[config.mk]
export PLATFORM = sky130hd
export DESIGN_NAME = pe_array_ctrl
export DESIGN_NICKNAME = d
export VERILOG_FILES = /design/src/rtl/gene_pkg.sv /design/src/rtl/b_tile_loader.sv /design/src/rtl/pe_array_ctrl.sv
export SDC_FILE = /design/constraint.sdc
export NUM_CORES = 1
export LEC_CHECK = 0
export CAP_MARGIN = 10
export CELL_PAD_IN_SITES_DETAIL_PLACEMENT = 1
export CELL_PAD_IN_SITES_GLOBAL_PLACEMENT = 2
export CORE_UTILIZATION = 35
export DETAILED_ROUTE_END_ITERATION = 8
export PLACE_DENSITY = 0.83
export REMOVE_ABC_BUFFERS = 1
export SLEW_MARGIN = 20
export SYNTH_ARGS = -nofsm -noshare
export SYNTH_HDL_FRONTEND = slang
export SYNTH_SLANG_ARGS = --single-unit
[constraint.sdc]
create_clock -name i_clk -period 4.1 [get_ports i_clk]
set_input_delay 0.82 -clock i_clk [delete_from_list [all_inputs] [get_ports i_clk]]
set_output_delay 0.82 -clock i_clk [all_outputs]
set_load 0.005 [all_outputs]
[src/rtl/gene_pkg.sv]
// Shared definitions for the gene alignment datapath: base encoding, default
// array geometry and the tile controller state type.
package gene_pkg;

    localparam int DEF_PE_NUM  = 64;
    localparam int DEF_LEN_W   = 10;
    localparam int DEF_SCORE_W = 10;
    localparam int DEF_DRAIN   = 66;

    typedef enum logic [1:0] {
        BASE_A = 2'd0,
        BASE_C = 2'd1,
        BASE_G = 2'd2,
        BASE_T = 2'd3
    } base_e;

    typedef enum logic [2:0] {
        ST_IDLE,
        ST_LOAD_B,
        ST_CLEAR,
        ST_STREAM,
        ST_DRAIN,
        ST_CAPTURE,
        ST_DONE
    } ctrl_state_e;

endpackage

[src/rtl/b_tile_loader.sv]
// Fetches one PE_NUM-base segment of gene B from memory (1-cycle read latency)
// into the array's B register; runs PE_NUM+1 cycles after a start pulse.
module b_tile_loader
    import gene_pkg::*;
#(
    parameter int PE_NUM = DEF_PE_NUM,
    parameter int LEN_W  = DEF_LEN_W
) (
    input  logic                clk,
    input  logic                rst_n,
    input  logic                start,
    input  logic [LEN_W-1:0]    tile_base,
    output logic [LEN_W-1:0]    b_addr,
    input  logic [1:0]          b_data,
    output logic                done,
    output logic [2*PE_NUM-1:0] tile
);

    localparam int IDX_W = $clog2(PE_NUM + 2);

    logic             busy_reg;
    logic [IDX_W-1:0] idx_reg;
    logic [LEN_W-1:0] addr_reg;

    // idx_reg is the LOAD_B cycle number; the address stops at the last base
    // while the final read's data is being written.
    always_ff @(posedge clk or negedge rst_n) begin
        if (!rst_n) begin
            busy_reg <= 1'b0;
            idx_reg  <= '0;
            addr_reg <= '0;
        end else if (start) begin
            busy_reg <= 1'b1;
            idx_reg  <= '0;
            addr_reg <= tile_base;
        end else if (busy_reg) begin
            idx_reg <= idx_reg + 1'b1;
            if (idx_reg < IDX_W'(PE_NUM - 1)) begin
                addr_reg <= addr_reg + 1'b1;
            end
            if (idx_reg == IDX_W'(PE_NUM)) begin
                busy_reg <= 1'b0;
            end
        end
    end

    assign b_addr = addr_reg;
    assign done   = busy_reg && (idx_reg == IDX_W'(PE_NUM));

    genvar gi;
    generate
        for (gi = 0; gi < PE_NUM; gi++) begin : g_slot
            logic [1:0] slot_reg;

            // Data addressed in cycle k arrives in cycle k+1.
            always_ff @(posedge clk or negedge rst_n) begin
                if (!rst_n) begin
                    slot_reg <= 2'b00;
                end else if (busy_reg && (idx_reg == IDX_W'(gi + 1))) begin
                    slot_reg <= b_data;
                end
            end

            assign tile[2*gi +: 2] = slot_reg;
        end
    endgenerate

endmodule

[src/rtl/pe_array_ctrl.sv]
// Tiles gene B over the systolic PE array, streams all of gene A per tile and
// keeps the best array max score across tiles.
module pe_array_ctrl
    import gene_pkg::*;
#(
    parameter int PE_NUM  = DEF_PE_NUM,
    parameter int LEN_W   = DEF_LEN_W,
    parameter int SCORE_W = DEF_SCORE_W,
    parameter int DRAIN   = DEF_DRAIN
) (
    input  logic                i_clk,
    input  logic                i_rst_n,
    input  logic                i_go,
    input  logic [LEN_W-1:0]    i_len_a,
    input  logic [LEN_W-1:0]    i_len_b,
    output logic [LEN_W-1:0]    o_a_addr,
    input  logic [1:0]          i_a_data,
    output logic [LEN_W-1:0]    o_b_addr,
    input  logic [1:0]          i_b_data,
    output logic [2*PE_NUM-1:0] o_pe_B,
    output logic [1:0]          o_pe_A,
    output logic                o_pe_start,
    output logic                o_pe_clear,
    input  logic [SCORE_W-1:0]  i_pe_max,
    output logic                o_busy,
    output logic                o_done,
    output logic                o_err,
    output logic [SCORE_W-1:0]  o_score,
    output logic [LEN_W-1:0]    o_tile
);

    ctrl_state_e        state_reg;
    logic [LEN_W-1:0]   cnt_reg;
    logic [LEN_W-1:0]   len_a_reg;
    logic [LEN_W-1:0]   last_tile_reg;
    logic [LEN_W-1:0]   a_addr_reg;
    logic [LEN_W-1:0]   tile_reg;
    logic [SCORE_W-1:0] score_reg;
    logic               busy_reg;
    logic               done_reg;
    logic               err_reg;
    logic               clear_reg;

    logic               len_ok;
    logic               last_tile;
    logic               ld_start;
    logic               ld_done;
    logic [LEN_W-1:0]   ld_base;

    assign len_ok    = (i_len_a != '0) && (i_len_b != '0) &&
                       ((i_len_b % LEN_W'(PE_NUM)) == '0);
    assign last_tile = (tile_reg == last_tile_reg);

    // The loader is kicked on the edge that enters LOAD_B, so its cycle 0
    // coincides with the first LOAD_B cycle.
    assign ld_start = ((state_reg == ST_IDLE) && i_go && len_ok) ||
                      ((state_reg == ST_CAPTURE) && !last_tile);
    assign ld_base  = (state_reg == ST_CAPTURE) ?
                      LEN_W'((32'(tile_reg) + 1) * PE_NUM) : '0;

    b_tile_loader #(
        .PE_NUM (PE_NUM),
        .LEN_W  (LEN_W)
    ) u_b_tile_loader (
        .clk       (i_clk),
        .rst_n     (i_rst_n),
        .start     (ld_start),
        .tile_base (ld_base),
        .b_addr    (o_b_addr),
        .b_data    (i_b_data),
        .done      (ld_done),
        .tile      (o_pe_B)
    );

    always_ff @(posedge i_clk or negedge i_rst_n) begin
        if (!i_rst_n) begin
            state_reg     <= ST_IDLE;
            cnt_reg       <= '0;
            len_a_reg     <= '0;
            last_tile_reg <= '0;
            a_addr_reg    <= '0;
            tile_reg      <= '0;
            score_reg     <= '0;
            busy_reg      <= 1'b0;
            done_reg      <= 1'b0;
            err_reg       <= 1'b0;
            clear_reg     <= 1'b0;
        end else begin
            cnt_reg   <= cnt_reg + 1'b1;
            done_reg  <= 1'b0;
            clear_reg <= 1'b0;
            case (state_reg)
                ST_IDLE: begin
                    cnt_reg <= '0;
                    if (i_go) begin
                        score_reg     <= '0;
                        tile_reg      <= '0;
                        len_a_reg     <= i_len_a;
                        last_tile_reg <= (i_len_b / LEN_W'(PE_NUM)) - 1'b1;
                        if (len_ok) begin
                            state_reg  <= ST_LOAD_B;
                            busy_reg   <= 1'b1;
                            a_addr_reg <= '0;
                        end else begin
                            state_reg <= ST_DONE;
                            done_reg  <= 1'b1;
                            err_reg   <= 1'b1;
                        end
                    end
                end
                ST_LOAD_B: begin
                    if (ld_done) begin
                        state_reg <= ST_CLEAR;
                        cnt_reg   <= '0;
                        clear_reg <= 1'b1;
                    end
                end
                ST_CLEAR: begin
                    // Base 0 was addressed during CLEAR; point at base 1 now.
                    state_reg  <= ST_STREAM;
                    cnt_reg    <= '0;
                    a_addr_reg <= (len_a_reg > LEN_W'(1)) ? LEN_W'(1) : '0;
                end
                ST_STREAM: begin
                    if (a_addr_reg != len_a_reg - 1'b1) begin
                        a_addr_reg <= a_addr_reg + 1'b1;
                    end
                    if (cnt_reg == len_a_reg - 1'b1) begin
                        state_reg <= ST_DRAIN;
                        cnt_reg   <= '0;
                    end
                end
                ST_DRAIN: begin
                    if (cnt_reg == LEN_W'(DRAIN - 1)) begin
                        state_reg <= ST_CAPTURE;
                        cnt_reg   <= '0;
                    end
                end
                ST_CAPTURE: begin
                    cnt_reg  <= '0;
                    tile_reg <= tile_reg + 1'b1;
                    if (i_pe_max > score_reg) begin
                        score_reg <= i_pe_max;
                    end
                    if (last_tile) begin
                        state_reg <= ST_DONE;
                        done_reg  <= 1'b1;
                        busy_reg  <= 1'b0;
                    end else begin
                        state_reg  <= ST_LOAD_B;
                        a_addr_reg <= '0;
                    end
                end
                ST_DONE: begin
                    state_reg <= ST_IDLE;
                    cnt_reg   <= '0;
                    err_reg   <= 1'b0;
                end
                default: begin
                    state_reg <= ST_IDLE;
                end
            endcase
        end
    end

    assign o_a_addr   = a_addr_reg;
    assign o_pe_start = (state_reg == ST_STREAM);
    assign o_pe_A     = o_pe_start ? i_a_data : 2'(BASE_A);
    assign o_pe_clear = clear_reg;
    assign o_busy     = busy_reg;
    assign o_done     = done_reg;
    assign o_err      = err_reg;
    assign o_score    = score_reg;
    assign o_tile     = tile_reg;

endmodule

-- Word-level counts from Yosys, hierarchy flattened
Cells that the tools add are included.
- add/subtract/negate cells: 8
- $lt $le $gt $ge: 3
- eq/ne operators: 84
- muxes and demuxes: 44
- reductions and logical operators: 89
- operator list (cell ; count):
    7-bit by 6-bit equality test with 1-bit output (second input constant) ; 32
    10-bit 2-to-1 mux ; 13
    7-bit by 5-bit equality test with 1-bit output (second input constant) ; 16
    10-bit one-hot mux with 4 select lines ; 2
    1-bit logical AND ; 69
    7-bit by 4-bit equality test with 1-bit output (second input constant) ; 8
    10-bit by 1-bit adder with 10-bit output (second input constant) ; 4
    10-bit one-hot mux with 2 select lines ; 2
    7-bit by 3-bit equality test with 1-bit output (second input constant) ; 4
    10-bit equality test ; 2
    10-bit nonzero test ; 2
    3-bit 2-to-1 mux ; 6
    3-bit one-hot mux with 6 select lines ; 1
    7-bit by 2-bit equality test with 1-bit output (second input constant) ; 2
    1-bit 2-to-1 mux ; 14
    7-bit 2-to-1 mux ; 2
    2-bit inequality test (second input constant) ; 7
    10-bit by 7-bit equality test with 1-bit output (second input constant) ; 1
    10-bit by 1-bit > comparator with 1-bit output (second input constant) ; 1
    10-bit > comparator ; 1
    10-bit zero test ; 1
    10-bit inequality test ; 1
    10-bit by 1-bit subtractor with 10-bit output (second input constant) ; 1
    3-bit equality test (second input constant) ; 3
    21 further kinds ; 33
- register bits after elaboration: 213
- input port bits: 37
- output and inout port bits: 175
- word-level logic and storage cells: 306

-- Depth between registers and ports, before layout
Gate-level depths: netlist of run 1.
- depth in word-level cells: 7
- gate-level depth with buffers: 9

-- Cells and area by module
From an unflattened synthesis of run 1, not the netlist that was laid out.
- cells, all modules: 925
- area total of the unflattened synthesis: 10148.5 um^2
- by module, submodules not included (module ; times used ; cells each ; area an instance (um^2) ; seq. area each (um^2)):
    b_tile_loader ; 1 ; 483 ; 6224.7 ; 3653.5
    pe_array_ctrl ; 1 ; 442 ; 3923.8 ; 1551.5

-- Worst setup path after synthesis of run 1
Ideal clock, no wire load.
- path kind: in2reg
- start point: in i_len_b[3]
- end point: reg a_addr_reg[0], in the netlist o_a_addr[0]
- data arrival time: 2467 ps
- data required time: 3975 ps
- slack: 1508 ps
- stages on the path: 6
- buffers on the path: 0
- path through: or4_1 -> nor3_1 -> and3_1 -> a221oi_1 -> a21oi_2 -> mux2_4
- word-level cells in the longest chain between the ends: 5
- elaborated cells between the ends (all ways): 6
- ends and longest elaborated chain (item ; RTL line ; text):
    from (decl) ; pe_array_ctrl.sv:15 ; input logic [LEN_W-1:0] i_len_b,
    10-bit nonzero test ; pe_array_ctrl.sv:50 ; assign len_ok = (i_len_a != '0) && (i_len_b != '0) &&
    1-bit logical AND ; pe_array_ctrl.sv:50 ;
    1-bit logical AND * ; pe_array_ctrl.sv:50 ;
    2-bit inequality test (no source line) * ; -- ;
    5-bit AND reduction (no source line) * ; -- ;
    to (signal assigned) ; pe_array_ctrl.sv:122 ; a_addr_reg <= (len_a_reg > LEN_W'(1)) ? LEN_W'(1) : '0;
    to (signal assigned) ; pe_array_ctrl.sv:126 ; a_addr_reg <= a_addr_reg + 1'b1;
    to (decl) ; pe_array_ctrl.sv:36 ; logic [LEN_W-1:0] a_addr_reg;
Every way passes the cells marked *; elsewhere a longest branch is shown, timed or not.
A chain may end at the register's enable or synchronous reset.

-- Worst setup path after layout of run 1
- start point: reg state_reg[1]
- end point: out o_pe_A[0]
- word-level cells in the longest chain between the ends: 2
- ends and longest elaborated chain (item ; RTL line ; text):
    from (decl) ; pe_array_ctrl.sv:32 ; ctrl_state_e state_reg;
    from (signal assigned) ; pe_array_ctrl.sv:77 ; state_reg <= ST_IDLE;
    from (signal assigned) ; pe_array_ctrl.sv:101 ; state_reg <= ST_LOAD_B;
    from (signal assigned) ; pe_array_ctrl.sv:105 ; state_reg <= ST_DONE;
    3-bit by 2-bit equality test with 1-bit output ; pe_array_ctrl.sv:167 ; assign o_pe_start = (state_reg == ST_STREAM);
    2-bit 2-to-1 mux ; pe_array_ctrl.sv:168 ; assign o_pe_A = o_pe_start ? i_a_data : 2'(BASE_A);
    to (decl) ; pe_array_ctrl.sv:21 ; output logic [1:0] o_pe_A,
No other way between the ends.

==> results of run 1 <==
## worst register-to-register path: cells and delay by family (launching register included)
family,cells,cell delay (ns)
AO/OA/AOI/OAI,3,0.85
adder cells (fa/ha/maj),1,0.33
buffers and inverters,1,0.13
flip-flops,1,0.48
AND/OR/NAND/NOR,3,1.01
## worst paths after layout
check,start,end,cells past startpoint
worst max register to register,len_a_reg[0],cnt_reg[7],8
worst max-delay path,state_reg[1],o_pe_A[0],6
min in group i_clk,u_b_tile_loader.g_slot[39].slot_reg[0],u_b_tile_loader.g_slot[39].slot_reg[0],1
max in group asynchronous,i_rst_n,u_b_tile_loader.g_slot[42].slot_reg[0],2
worst min-delay path,i_rst_n,u_b_tile_loader.g_slot[17].slot_reg[1],1
worst min register to register,u_b_tile_loader.g_slot[39].slot_reg[0],u_b_tile_loader.g_slot[39].slot_reg[0],1
## cell type report
cell class | instances | area share [%]
clock buffer | 38 | 5.51
clock inverter | 4 | 0.222
inverter | 33 | 0.916
multi-input combinational | 662 | 35.1
sequential | 208 | 38.5
tap | 384 | 3.55
timing repair buffer | 220 | 16.2
## stage by stage
stage          power (mW)  setup slack (ns)  cells  hold slack, ns
2_1_floorplan        4.04              1.33    903           0.461
3_5_place_dp         5.06             0.731   1507           0.495
3_3_place_gp         5.01             0.776   1507           0.488
5_1_grt              7.53             0.548   1549           0.414
6_report             7.08             0.748   1549           0.360
4_1_cts              7.19             0.738   1549           0.401
## layer usage
metal / track usage, % / vias up
li1: - / 3713
met1: 25.1 / 3943
met2: 31.6 / 201
met3: 3.51 / 27
met4: 3.17 / 0
met5: 0 / -
## cells by family after synthesis
family	share of synthesized area, %
XOR/XNOR	5.06
flip-flops	50.5
adder cells (fa/ha/maj)	2.79
buffers and inverters	3.47
multiplexers	15.8
AND/OR/NAND/NOR	16.1
AO/OA/AOI/OAI	6.22
## power breakdown
part | internal, mW | switching (mW)
Combinational | 1.03 | 1.04
Sequential | 2.37 | 0.557
Clock | 1.24 | 0.835
## cells in the mapped netlist, types with 18 or more instances
master,n
dfrtp_1,208
mux2_2,129
nand2_1,98
nor2_1,94
clkbuf_1,46
o21ai_0,35
inv_1,33
nand3_1,32
xor2_1,31
xnor2_1,26
ha_1,23
nor4_1,18
==> results list, run 1 <==
- From bottom edge to top edge, the die measures 174 microns.
* Overall overflow remaining after global route: 0
* Starting density of the core: 35.7%
- After legalization and detailed placement, the total HPWL measured 19.9 mm.
- For this run, the post-layout net count is 1210.
- Via density: 5.09
- The run finished with clean final reports.
- Routability-driven placement congestion ratio: 0.776
* Post-route cell area: 13500 sq um
- Commonest register cell after synthesis: dfrtp_1
* Detailed-route via count: 7884
* Count of buffers from port buffering: 211
- Entering global routing, the biggest net connects 93 pins.
- Proportion of register bits with asynchronous set or reset after synthesis: 100%
* Initial antenna violation count: 0
- Commonest non-fill, non-tap cells in the layout: dfrtp_1 (208), clkdlybuf4s50_1 (208), mux2_2 (129)
- In the post-synthesis netlist, the biggest area contributors are dfrtp_1 (51%), mux2_2 (14%), nand2_1 (3.6%).
* Top-level I/O count: 212
* Detailed Route WL: 27.9 mm
- Among cell families on the critical path, the largest total delay comes from buffers and inverters.
* Type of the setup path with the least slack: reg -> out
- For the pin with the worst max-slew slack, the measured transition is 0.872 ns.
- Final setup violation count: 0
* Met3 routed WL: 1.51 mm
- For this run, the detailed router's first-pass iteration total came to 4.
- Bufs and invs on worst path: 3
- Hold Vio Cnt, Final: 0
* Clock Skews: 0.00720 ns
- Worst VDD drop: 0.341 mV
- Post-Route Setup TNS: 0 ns
* FF-to-FF setup slack: 1.14 ns
* Layout cells sized above 1: 16.7%
- Post-CTS repair changed the size of 0 cells.
* Synth-to-Final Area Change: 31.2%
- Most area-hungry cell type in the Yosys netlist: dfrtp_1
- The tree is rooted in a clkbuf_16.
- Minimum clock period after layout: 3.35 ns
* Fin crit share: 81.8%
- The path class of the tightest hold or removal check is in -> async.
- Data on the critical path arrives at its endpoint at 2.53 ns.
* Post-CTS setup buffer count: 0
- The die covers 30100 sq um.
* Count of antenna-violating nets left after detailed routing: 0
* Combined area of the multi-input logic cells: 4740 sq um
- Number of distinct standard cells referenced by the synthesized netlist: 65
- Register cell area after layout: 5200 sq um
- Total of fill cells in the finished design: 3142
* Number of enable-type register cells in the synthesized netlist: 0
- Clock transition time at the flip-flop clock pins of the worst setup and hold paths: 0.06 ns
* Number of flip-flops in the largest register: 128
- Synthesis inferred 208 register bits.
- In this run the number of H-tree levels came out at 1.
- Drc violations: 0
- Latest clock arrival within the worst-skew pair: 0.52 ns
* Post-synth design cell area: 10300 sq um
- Global routing consumed, over all layers together, 18.7% of the routing resources.
- Buffers inserted to repair hold after CTS numbered 0.
- In this run the horizontal extent of the chip is 174 microns.
- The final count of pins violating max slew was 0.
* Cell type of the slowest stage on the worst timing path: clkdlybuf4s50_1
* Count of max-cap constraint violations: 0
* Cell occurring most often along the worst timing path: inv_1
- # rows: 62
- TritonCTS built the clock tree.
* Setup repair after global routing missed its margin: no
* Cell Area, Placed: 12700 sq um
* Average cell area after synthesis: 10.7 sq um
- Maximum clock path buffer count: 3
* Max-slew headroom at the worst pin: 41.7%
- PD cells: 524 nW/um^2
- The worst setup path is captured at an output pin.
- Core region area: 28900 sq um
- Buffers inserted during clock tree synthesis total 25.
* Routed wirelength normalized by instance count: 18.0 microns
* Global-route wire length before repair: 45.9 mm
- Part of the Yosys area used for sequential elements: 50.5%
- Category of the worst setup path launch point: flop
- Summed over all nets, wire length on met2 after detailed routing comes to 13.2 mm.
- In this run, the number of DRC markers left after iteration 0 of detailed routing was 343.
- Synthesized instance count: 959
* Maximum fanout count along the critical path: 12
* Number of global-route vias before repair: 8400
- For this run, the number of Yosys warnings is 0.
- In this run the static leakage power is 5.79 nW.
- M1 wire length: 12.9 mm
- Data on the critical path is required at its endpoint by 3.28 ns.
- For this run, the top clock speed supported by timing is 0.298 GHz.
- In this design, the stage delay of the slowest critical-path cell is 0.50 ns.
* Final Util: 46.8%
- Cells along the critical path: inv_1, nor2_1, nand2_1, inv_1, and2_1, clkdlybuf4s50_1
- The detailed router used layers up to and including met4.
- Synth top area share: 50.5%
- The repair_antennas step left the layout with diodes totalling 0.
* Number of sinks on the clock net: 208
No activity file was read; power rests on OpenSTA's default activity.
==> run 2, diff against run 1 <==
- CORE_UTILIZATION: 35 -> 30
- PLACE_DENSITY: 0.83 -> 0.75
- clock period: 4.1 -> 2.8 ns (I/O delays scaled with it)
==> results list, run 2 (same netlist as run 1, synthesis figures left out) <==
- Run status: finished, final reports clean
- The area of combinational cells with multiple inputs is 4760 sq um (+0.29%).
- Commonest non-fill, non-tap cells in the layout: clkdlybuf4s50_1 (208), dfrtp_1 (207), mux2_2 (129)
- Pin count of the biggest net entering global routing: 82 (-12%)
- The placed cell count is 1607 (+6.6%).
- The number of endpoints with negative hold slack in the final report was 0 (unchanged).
* Fraction of power consumed by sequential logic: 38.0% (-3.4 points)
* Total of fill cells in the finished design: 3705 (+18%)
- Traced cell by cell, the critical path runs through inv_1, nor2_1, nand2_2, inv_4, and2_1, clkdlybuf4s50_1.
- The via count came to 8020 (+1.7%).
- The filler-free cell count of the finished design was 1656 (+6.9%).
* Number of buffers added to fix hold violations after cts: 0 (unchanged)
- The path class of the tightest hold or removal check is in -> async.
- The final count of pins violating max slew is 0 (unchanged).
- Number of global-route vias before repair: 8445 (+0.54%)
- # rows: 67 (+8.1%)
- The I/O pin count was 212 (unchanged).
- Category of the worst setup path capture point: output pin
- CP Data Required Time: 2.24 ns (-1.04 ns)
* Minimum clock period after layout: 2.66 ns
- The number of search-and-repair iterations in the first detailed-routing pass came to 4 (unchanged).
- The proportion of total power due to net switching was 34.6% (+0.20 points).
- Global-route wire length before repair: 47.9 mm (+4.4%)
- The initial antenna violation count is 0 (unchanged).
- The measured slew at the worst slew-check pin was 0.737 ns (-0.135 ns).
- The worst clock skew was 0.0209 ns (+0.0137 ns).
- Type of the setup path with the least slack: reg -> out
- The area of the core is 33700 sq um (+17%).
* Count of buffers from port buffering: 211 (unchanged)
- The reported net switching power was 3.77 mW (+55%).
* Routed wirelength normalized by instance count: 17.7 microns (-1.7%)
- The global router's overall resource usage was 16.7% (-1.9 points).
- Floorplan die width: 187 microns (+7.9%)
- The clock insertion delay at the later pin of the skew report is 0.54 ns (+0.02 ns).
- The maximum root-to-sink buffer count came to 3 (unchanged).
- The number of vias per cell was 4.84 (-4.8%).
- Leak Pwr: 6.02 nW (+3.9%)
- Register cell area after layout: 5210 sq um (about the same)
- Cell type of the slowest stage on the worst timing path: clkdlybuf4s50_1
* Buffer type at the clock tree root: clkbuf_16
- Static timing analysis puts the maximum clock frequency at 0.376 GHz.
* Drc violations: 0 (unchanged)
- The worst setup path is launched from a flop.
* Overall overflow remaining after global route: 0 (unchanged)
- The worst IR drop on VDD came to 0.465 mV (+36%).
* Leading cell type in the layout, fill and taps excluded: clkdlybuf4s50_1
- Max-slew headroom at the worst pin: 50.9% (+9.2 points)
- Post-Route Setup TNS: 0 ns (unchanged)
- Starting density of the core: 30.6% (-5.1 points)
* Clock transition time at the flip-flop clock pins of the worst setup and hold paths: 0.06 ns (about the same)
- TritonCTS Buffers: 26 (+4.0%)
- Count of max-cap constraint violations: 0 (unchanged)
- Post-route worst hold slack: 0.0519 ns (-0.308 ns)
- Antenna cell count: 0 (unchanged)
* Number of DRC markers in iteration 0: 372 (+8.5%)
- Layout cells sized above 1: 20.0% (+3.4 points)
* Setup repair after global routing missed its margin: no
* Synth-to-Final Area Change: 35.7%
- Number of sinks on the clock net: 208 (unchanged)
- Slowest cell delay on critical path: 0.50 ns (about the same)
- The routed wire length is 29.3 mm (+5.1%).
- Sum of net half-perimeters after detailed placement: 21.5 mm (+8.0%)
* Number of nets in the layout: 1249 (+3.2%)
- The internal power summed over all cells is 7.13 mW (+53%).
- Fin crit share: 94.9%
* Area of the die: 35100 sq um (+16%)
* Number of flip-flops in the largest register: 128 (unchanged)
- The part of the total power dissipated in combinational logic is 32.4% (+3.1 points).
- Clock network power share: 29.6% (+0.3 points)
* CTS tree: yes
- The overall die height was 187 microns (+7.9%).
* Number of levels in the clock H-tree: 1 (unchanged)
* Count of antenna-violating nets left after detailed routing: 0 (unchanged)
- The power density over the cells is 780 nW/um^2 (+49%).
- The top fanout value on the critical path came to 7 (-5).
* Final setup violation count: 0 (unchanged)
* WP data arrival: 2.10 ns (-0.43 ns)
- The final weighted congestion in routability-driven placement was 0.759 (-2.2%).
run 2: area by class of cell:
type	instances	share of cell area, %
Clock inverter	11	0.734
Tap cell	448	4.01
Clock buffer	36	5.21
Timing Repair Buffer	258	17.9
Multi-Input combinational cell	662	34.0
Sequential cell	208	37.2
Inverter	33	0.904
run 2: worst max-delay path: cells and delay by family (launching register included):
family,cells,cell delay (ns)
buffers and inverters,3,0.70
flip-flops,1,0.41
AND/OR/NAND/NOR,3,0.45
run 2: metrics by stage:
stage / cell area (sq um) / power, mW / util, % / setup WS [ns]
floorplan: 10100 / 5.92 / - / 0.263
global placement: 13100 / 7.62 / 38.9 / 0.0782
detailed placement: 13100 / 7.71 / 38.9 / 0.0114
CTS: 13900 / 11.0 / 41.4 / 0.0153
global route: 14000 / 11.6 / 41.5 / 0.0221
finish: 14000 / 10.9 / 41.5 / 0.143
run 2: power groups by stage:
stage               Combinational [mW]  Clock [mW]  Sequential (mW)
floorplan                         1.79           0             4.13
global placement                  3.45           0             4.17
detailed placement                3.51           0             4.19
CTS                               3.54        3.34             4.14
global route                      3.91        3.44             4.22
finish                            3.53        3.23             4.14
run 2: final timing paths:
| kind | start | to | slack (ns) | cells after the start |
|---|---|---|---|---|
| min reg2reg | u_b_tile_loader.g_slot[42].slot_reg[0] | u_b_tile_loader.g_slot[42].slot_reg[0] | 0.50 | 1 |
| max in group asynchronous | i_rst_n | u_b_tile_loader.g_slot[3].slot_reg[1] | 1.91 | 2 |
| min | i_rst_n | u_b_tile_loader.g_slot[33].slot_reg[0] | 0.05 | 1 |
| max reg2reg | len_a_reg[3] | cnt_reg[4] | 0.26 | 8 |
| min in group i_clk | u_b_tile_loader.g_slot[42].slot_reg[0] | u_b_tile_loader.g_slot[42].slot_reg[0] | 0.50 | 1 |
| max | state_reg[1] | o_pe_A[0] | 0.14 | 6 |
run 2: what timing repair did:
| action | in CTS | in global routing |
|---|---|---|
| setup buffers | 0 | 2 |
| resized for setup | 3 | 4 |
| setup endpoints to repair | 3 | 13 |
run 2: layer usage:
| metal | global-route usage (%) | wire length [microns] | up-vias |
|---|---|---|---|
| met2 | 27.3 | 13600 | 193 |
| met5 | 0 | 0 | - |
| met4 | 2.87 | 374 | 0 |
| li1 | - | - | 3794 |
| met1 | 23.4 | 14000 | 4005 |
| met3 | 2.96 | 1310 | 28 |
==> run 3, diff against run 2 <==
- MAX_ROUTING_LAYER: unset -> met4
==> results list, run 3 (same netlist as run 1, synthesis figures left out) <==
- Max-slew headroom at the worst pin: 50.8% (-0.13 points)
- The I/O pin count is 212 (unchanged).
- The area of the core came to 33700 sq um (unchanged).
* Fin. max-slew vios: 0 (unchanged)
* # rows: 67 (unchanged)
- The worst clock skew was 0.0218 ns (+0.000857 ns).
- Detailed-route via count: 8026 (+0.075%)
- Slowest cell delay on critical path: 0.50 ns (about the same)
- Category of the worst setup path capture point: output pin
- The total negative slack came to 0 ns (unchanged).
- WP data arrival: 2.09 ns (about the same)
* Commonest non-fill, non-tap cells in the layout: clkdlybuf4s50_1 (208), dfrtp_1 (207), mux2_2 (129)
- The final weighted congestion in routability-driven placement was 0.773 (+1.8%).
- Buffer type at the clock tree root: clkbuf_16
* Area of the die: 35100 sq um (unchanged)
- Number of nets in the layout: 1249 (unchanged)
* Category of cells accounting for the largest share of critical-path delay: buffers and inverters
* Highest attainable clock frequency: 0.377 GHz (+0.18%)
* Worst VDD drop: 0.464 mV (-0.28%)
- CTS tree: yes
- The sequential standard cell area was 5210 sq um (unchanged).
* TritonCTS Buffers: 26 (unchanged)
* Post-route cell area: 14000 sq um (unchanged)
* Cells along the critical path: inv_1, nor2_1, nand2_2, inv_4, and2_1, clkdlybuf4s50_1
- The average routed wire per standard cell is 17.7 microns (about the same).
* Synth-to-Final Area Change: 35.7% (unchanged)
- Number of sinks on the clock net: 208 (unchanged)
* Number of DRC markers in iteration 0: 319 (-14%)
- Launch point of the critical path: state_reg[1]
* Final Worst Setup Slack: 0.148 ns (+0.00490 ns)
- Minimum clock period after layout: 2.65 ns (-0.00490 ns)
* Vertical die dimension: 187 microns (unchanged)
* Drc violations: 0 (unchanged)
* Type of the setup path with the least slack: reg -> out
- The number of vias per cell was 4.85 (about the same).
- Sum of net half-perimeters after detailed placement: 21.5 mm (unchanged)
* Run status: finished, final reports clean
- The top fanout value on the critical path is 7 (unchanged).
- Global-route wire length before repair: 47.9 mm (about the same)
- Count of antenna-violating nets left after detailed routing: 0 (unchanged)
- Floorplan die width: 187 microns (unchanged)
* Bufs and invs on worst path: 3 (unchanged)
- Category of the worst setup path launch point: flop
- The starting utilization of the core area is 30.6% (unchanged).
* Count of buffers from port buffering: 211 (unchanged)
- Total routing usage reported by global routing: 17.3% (+0.52 points)
- Setup repair after global routing missed its margin: no
- The largest net degree at the start of global routing came to 82 (unchanged).
- PD cells: 779 nW/um^2 (about the same)
- The count of antenna diodes in the layout is 0 (unchanged).
- The max capacitance violation total is 0 (unchanged).
* Iteration count of the initial detailed-routing pass: 4 (unchanged)
- Final setup violation count: 0 (unchanged)
- The clock insertion delay at the later pin of the skew report came to 0.53 ns (about the same).
- The worst slack at placement was 0.0114 ns (unchanged).
- Cell Area, Placed: 13100 sq um (unchanged)
- The leakage power came to 6.02 nW (unchanged).
- The number of endpoints with negative hold slack in the final report is 0 (unchanged).
- The routed wire length was 29.3 mm (about the same).
- Number of flip-flops in the largest register: 128 (unchanged)
* Post-route worst hold slack: 0.0502 ns (-0.00163 ns)
- The layout cell share with drive strength beyond 1 is 20.0% (unchanged).
- Clock transition time at the flip-flop clock pins of the worst setup and hold paths: 0.06 ns (about the same)
- Cell type of the slowest stage on the worst timing path: clkdlybuf4s50_1
- Worst R2R Start: len_a_reg[3]
- The measured slew at the worst slew-check pin came to 0.739 ns (+0.00201 ns).
* CP Data Required Time: 2.24 ns (about the same)
* Combined area of the multi-input logic cells: 4760 sq um (unchanged)
* Maximum clock path buffer count: 3 (unchanged)
* Fin crit share: 94.7% (-0.18 points)
- Total of fill cells in the finished design: 3705 (unchanged)
* Path category of the worst min-delay check: in -> async
- Leading cell type in the layout, fill and taps excluded: clkdlybuf4s50_1
* Initial antenna violation count: 0 (unchanged)
- Number of levels in the clock H-tree: 1 (unchanged)
- Overall overflow remaining after global route: 0 (unchanged)
- Number of global-route vias before repair: 8442 (-0.036%)
[run 3: cell counts in the layout (fill, tap and decap cells not counted)]
Identical to the previous run, type by type.
[run 3: routing by layer]
layer	vias to the layer above	global-route usage [%]	routed length [microns]
met5	-	-	0
met1	4001	23.5	14100
met2	203	27.4	13700
li1	3794	-	-
met4	0	2.87	301
met3	28	2.83	1250
[run 3: per-stage QoR]
stage | power (mW) | util, % | cells
CTS | 11.0 | 41.4 | 1654
floorplan | 5.92 | - | 903
finish | 10.9 | 41.5 | 1656
detailed placement | 7.71 | 38.9 | 1607
global placement | 7.62 | 38.9 | 1607
global route | 11.6 | 41.5 | 1656
[run 3: layout make-up]
cell class | count | area share [%]
clock buffers | 36 | 5.21
clock inverters | 11 | 0.734
inverters | 33 | 0.904
multi-input cells | 662 | 34.0
flip-flops and latches | 208 | 37.2
well taps | 448 | 4.01
repair buffers | 258 | 17.9
[run 3: final timing paths]
check / endpoint / slack, ns / cells past startpoint
setup / recovery: o_pe_A[0] / 0.15 / 6
hold / removal: u_b_tile_loader.g_slot[17].slot_reg[1] / 0.05 / 1
setup reg to reg: cnt_reg[5] / 0.26 / 8
hold reg to reg: u_b_tile_loader.g_slot[42].slot_reg[0] / 0.50 / 1
max in group asynchronous: u_b_tile_loader.g_slot[3].slot_reg[1] / 1.91 / 2
min in group i_clk: u_b_tile_loader.g_slot[42].slot_reg[0] / 0.50 / 1
[run 3: worst reg2reg max path, delay by kind of cell (launching register included)]
family / cells / cell delay [ns]
buffers and inverters: 2 / 0.44
AO/OA/AOI/OAI: 3 / 0.84
AND/OR/NAND/NOR: 3 / 0.63
flip-flops: 1 / 0.50
[run 3: where the power goes]
part           leakage, nW  internal [mW]  total, mW  switching, mW
sequential            2.70           3.48       4.13          0.656
clock                0.414           1.91       3.22           1.31
combinational         2.91           1.74       3.54           1.80
total                 6.02           7.13       10.9           3.76
[run 3: what timing repair did]
action | CTS | global route
endpoints found under the setup margin | 3 | 13
gates resized for setup | 3 | 4
hold buffers | 0 | 0
hold endpoints to repair | 0 | 0
setup buffers | 0 | 2
